## src/rtl/btn_pkg.sv

```systemverilog
// Shared constants for the button event block: debouncer input codes, event codes and FSM states.
package btn_pkg;

    localparam logic [1:0] SW_IDLE  = 2'b11;
    localparam logic [1:0] SW_SHORT = 2'b10;
    localparam logic [1:0] SW_LONG  = 2'b01;
    localparam logic [1:0] SW_HELD  = 2'b00;

    localparam logic [1:0] EV_SHORT  = 2'b01;
    localparam logic [1:0] EV_LONG   = 2'b10;
    localparam logic [1:0] EV_HOLD   = 2'b11;
    localparam logic [1:0] EV_REPEAT = 2'b00;

    localparam int REP_W = 29;

    typedef enum logic {
        ST_IDLE = 1'b0,
        ST_HOLD = 1'b1
    } state_e;

endpackage

```

## src/rtl/btn_event_slot.sv

```systemverilog
// One-entry valid/ready event holding register with a sticky overflow flag.
module btn_event_slot
    import btn_pkg::*;
(
    input  logic       clk,
    input  logic       rst_n,
    input  logic       load,
    input  logic [1:0] load_code,
    input  logic       ready,
    output logic       valid,
    output logic [1:0] code,
    output logic       ovf
);

    // A new event is accepted if the slot is empty or draining this edge; otherwise it is lost.
    always_ff @(posedge clk) begin
        if (!rst_n) begin
            valid <= 1'b0;
            code  <= 2'b00;
            ovf   <= 1'b0;
        end else if (load) begin
            if (!valid || ready) begin
                valid <= 1'b1;
                code  <= load_code;
            end else begin
                ovf <= 1'b1;
            end
        end else if (ready) begin
            valid <= 1'b0;
        end
    end

endmodule

```

## src/rtl/btn_event.sv

```systemverilog
// Turns debouncer state codes into short/long/hold/repeat events; auto-repeat is built only
// when BTN_EVENT_AUTOREPEAT_EN is defined.
module btn_event
    import btn_pkg::*;
#(
    parameter int unsigned DIV_CONST  = 50_000_000,
    parameter int unsigned REPEAT_DIV = 8
) (
    input  logic       i_clk,
    input  logic       i_rst_n,
    input  logic [1:0] i_sw_state,
    output logic       o_ev_valid,
    output logic [1:0] o_ev_code,
    input  logic       i_ev_ready,
    output logic       o_hold,
    output logic       o_ovf
);

    if (DIV_CONST / REPEAT_DIV < 2) begin : g_bad_period
        $error("btn_event: DIV_CONST/REPEAT_DIV must be at least 2");
    end

    state_e     state, state_d;
    logic [1:0] s_q;
    logic       held_lock;
    logic       entry;
    logic       ev_load;
    logic [1:0] ev_code;

`ifdef BTN_EVENT_AUTOREPEAT_EN
    localparam logic [REP_W-1:0] RELOAD = REP_W'(DIV_CONST / REPEAT_DIV - 1);
    logic [REP_W-1:0] rep_cnt, rep_d;
`endif

    assign entry = (s_q != i_sw_state);

    always_comb begin
        state_d = state;
        ev_load = 1'b0;
        ev_code = EV_SHORT;
`ifdef BTN_EVENT_AUTOREPEAT_EN
        rep_d   = rep_cnt;
`endif
        case (state)
            ST_IDLE: begin
                if (entry) begin
                    case (i_sw_state)
                        SW_SHORT: begin
                            ev_load = 1'b1;
                            ev_code = EV_SHORT;
                        end
                        SW_LONG: begin
                            ev_load = 1'b1;
                            ev_code = EV_LONG;
                        end
                        SW_HELD: begin
                            if (!held_lock) begin
                                ev_load = 1'b1;
                                ev_code = EV_HOLD;
                                state_d = ST_HOLD;
`ifdef BTN_EVENT_AUTOREPEAT_EN
                                rep_d   = RELOAD;
`endif
                            end
                        end
                        default: ;
                    endcase
                end
            end
            ST_HOLD: begin
                // Leaving hold swallows whatever release code the debouncer reports.
                if (i_sw_state != SW_HELD) begin
                    state_d = ST_IDLE;
                end else begin
`ifdef BTN_EVENT_AUTOREPEAT_EN
                    if (rep_cnt == '0) begin
                        ev_load = 1'b1;
                        ev_code = EV_REPEAT;
                        rep_d   = RELOAD;
                    end else begin
                        rep_d = rep_cnt - 1'b1;
                    end
`endif
                end
            end
            default: state_d = ST_IDLE;
        endcase
    end

    // held_lock stops a button still held through reset from posing as a fresh hold.
    always_ff @(posedge i_clk) begin
        if (!i_rst_n) begin
            state     <= ST_IDLE;
            s_q       <= SW_IDLE;
            held_lock <= (i_sw_state == SW_HELD);
        end else begin
            state     <= state_d;
            s_q       <= i_sw_state;
            held_lock <= held_lock && (i_sw_state == SW_HELD);
        end
    end

`ifdef BTN_EVENT_AUTOREPEAT_EN
    always_ff @(posedge i_clk) begin
        if (!i_rst_n) begin
            rep_cnt <= '0;
        end else begin
            rep_cnt <= rep_d;
        end
    end
`endif

    assign o_hold = (state == ST_HOLD);

    btn_event_slot u_slot (
        .clk       (i_clk),
        .rst_n     (i_rst_n),
        .load      (ev_load),
        .load_code (ev_code),
        .ready     (i_ev_ready),
        .valid     (o_ev_valid),
        .code      (o_ev_code),
        .ovf       (o_ovf)
    );

endmodule

```

## config.mk

```make
export PLATFORM = sky130hd
export DESIGN_NAME = btn_event
export DESIGN_NICKNAME = d
export VERILOG_FILES = /design/src/rtl/btn_pkg.sv /design/src/rtl/btn_event_slot.sv /design/src/rtl/btn_event.sv
export SDC_FILE = /design/constraint.sdc
export NUM_CORES = 1
export LEC_CHECK = 0
export BUFFER_PORTS_ARGS = -buffer_cell sky130_fd_sc_hd__buf_2
export CORE_AREA = 2 2 39 41
export DETAILED_ROUTE_END_ITERATION = 8
export DIE_AREA = 0 0 41 43
export MAX_ROUTING_LAYER = met4
export PLACE_DENSITY = 0.46
export SKIP_LAST_GASP = 1
export SLEW_MARGIN = 10
export SYNTH_ARGS = -nofsm -noshare
export SYNTH_HDL_FRONTEND = slang
export SYNTH_HIERARCHICAL = 1
export SYNTH_SLANG_ARGS = --single-unit
```

## constraint.sdc

```tcl
create_clock -name i_clk -period 1.8 [get_ports i_clk]
set_input_delay 0.36 -clock i_clk [delete_from_list [all_inputs] [get_ports i_clk]]
set_output_delay 0.36 -clock i_clk [all_outputs]
set_load 0.005 [all_outputs]
```

==> results.yml <==
outcome:
  status: "finished clean"
pwr:
  finalPower_uw: 403.2
  power_leakage_uw: 0.0002317
  peakVddDrop_mv: 0.3272
  power_density_nw_per_um2: 861.6
clock_tree:
  cts_sinks: 8
  cts_tree: "done"
  cts_made_buffers: 3
  cts_resized: 0
  clk_latency_ps: 250
  ctsHoldBuffers: 0
  cts-root-buf: "clkbuf_4"
  clock_path_buffers: 2
  clkTransAtPathRegs_ps: 50
  h-tree-depth: 1
  post_cts_buffers: 0
critical_path:
  worstPathArrival_ps: 1520
  cp-start-kind: "primary input"
  worst-setup-path-type: "in -> reg"
  crit_required_ps: 1940
  worst_setup_path_end_kind: "register"
  rrSetupSlack_ps: 510
  critPathMaxFanout: 3
timing:
  worst_pin_slew_ps: 321.2
  setup_tns_ps: 0
  post-route-period-util_pct: 76.68
  skew_ps: 2.596
  finalHoldViolations: 0
  slew_violations: 0
  fmax_ghz: 0.7245
  rsz0062_at_grt: "no"
  finalCriticalPeriod_ps: 1380
  relSlewSlack_pct: 78.49
  finalSetupViolCount: 0
floorplanning:
  dieHeight_um: 43
  die_x_um: 41
  dieArea_sq_um: 1763
  rows: 14
  core_area_sq_um: 1384
  initial_core_util_pct: 27.49
  pin_count: 10
layout:
  final_common_cell: "buf_2"
  fin_nets: 60
  fin_util_pct: 33.82
  layout_common_cells: "buf_2, dfxtp_1, nand2_1"
  diodes: 0
  areaGrowthSynthToFinish_pct: 23.03
  n_fill_cell: 156
  drive_above_1_share_pct: 32.00
yosys:
  synth.avg_cell_area_sq_um: 10.01
  ys_warn_count: 6
  ys_ff_latch: 8
  syn_nets: 46
  ys_seq_area_share_pct: 42.11
  synth.distinct_cells: 16
  syn_inst: 38
  syn_area_sq_um: 380.4
routing:
  wire_per_inst_um: 9.227
  drt-vias-per-instance: 4.197
  post-route-drc-count: 0
  num_vias: 277
  ant_nets: 0
  routed_wl_um: 609
  firstDrtPassIters: 4
  drtIter0Drc: 1
global_route:
  first_global_vias: 235
  grt_use_total_pct: 9.353
  overflow: 0
  grt_max_degree: 11
  grt_pass1_wl_um: 1007
  grt_antenna_before_repair: 0
placed_design:
  place.gp.congestion: 0.6240
  numPortBuffers: 9
  dp_hpwl_um: 490.1
run:
  cap_violations: 0
worst_hold_path:
  hp-class: "in -> reg"
## final cells by class
cell class              count  area (sq um)  share of cell area, %
clock buffers               3         22.52                  4.813
well taps                  16         20.02                  4.278
inverters                   3         11.26                  2.406
multi-input cells          27         209.0                  44.65
flip-flops and latches      8         160.2                  34.22
repair buffers              9         45.04                  9.626
## synthesized netlist by cell type (all sizes together)
cell,number,area [sq um]
o211a,1,10.01
nor2b,3,26.27
ha,3,37.54
a21oi,3,18.77
nand2b,1,13.76
dfxtp,8,160.2
o21a,2,15.01
nor3b,1,12.51
inv,3,11.26
nand2,7,26.28
xnor2,2,17.52
a21boi,1,7.510
mux2i,2,20.02
nor2,1,3.750
## report_power, final
part / switching, uW / total (uW) / internal [uW]
Combinational: 35.0 / 72.6 / 37.6
Clock: 59.1 / 135 / 76.2
Sequential: 5.60 / 195 / 190
Total: 99.6 / 403 / 304
## flip-flops by register name, summed over array words and instances, names as in the netlist
| register | cells |
|---|---|
| s_q | 2 |
| u_slot/code | 2 |
| held_lock | 1 |
| o_hold | 1 |
| u_slot/ovf | 1 |
| u_slot/valid | 1 |
## critical path, cell delays in order
cell	delay (ps)
buf_2	120
inv_1	90
ha_1	190
nor2b_1	180
nor2_1	70
nor3b_2	300
nand2b_4	90
mux2i_1	120
## per-stage QoR
stage	hold slack, ps	std cells	worst slack, ps	instance area [sq um]
after floorplan	428.7	38	414.8	380.4
after global placement	449.2	63	141.2	445.4
after detailed placement	453.5	63	129.8	445.4
after CTS	365.5	66	408.1	467.9
after global routing	374.7	66	286.8	467.9
final	373.5	66	419.7	467.9
## logic make-up after synthesis
| family | share of synthesized area, % |
|---|---|
| buffers and inverters | 2.960 |
| xor gates and xnor gates | 4.606 |
| AOI/OAI and AO/OA | 13.49 |
| DFF | 42.10 |
| muxes | 5.263 |
| adders and majority gates | 9.869 |
| and+or+nand+nor | 21.71 |
## path summary, 6_finish.rpt
kind              cells after the start           start        endpoint
hold reg to reg                       2  u_slot/code[0]  u_slot/code[0]
setup reg to reg                      5          s_q[1]  u_slot/code[0]
setup / recovery                      8   i_sw_state[1]  u_slot/code[0]
hold / removal                        3   i_sw_state[0]          s_q[0]
## metal layers
| layer | part of all wire (%) | track usage, % | wire (um) |
|---|---|---|---|
| met2 | 43 | 11.25 | 263 |
| met3 | 8.7 | 7.853 | 53 |
| met5 | 0 | - | 0 |
| met1 | 47 | 10.90 | 286 |
| met4 | 0.82 | 4.000 | 5 |
(Power assumes the default switching activity.)
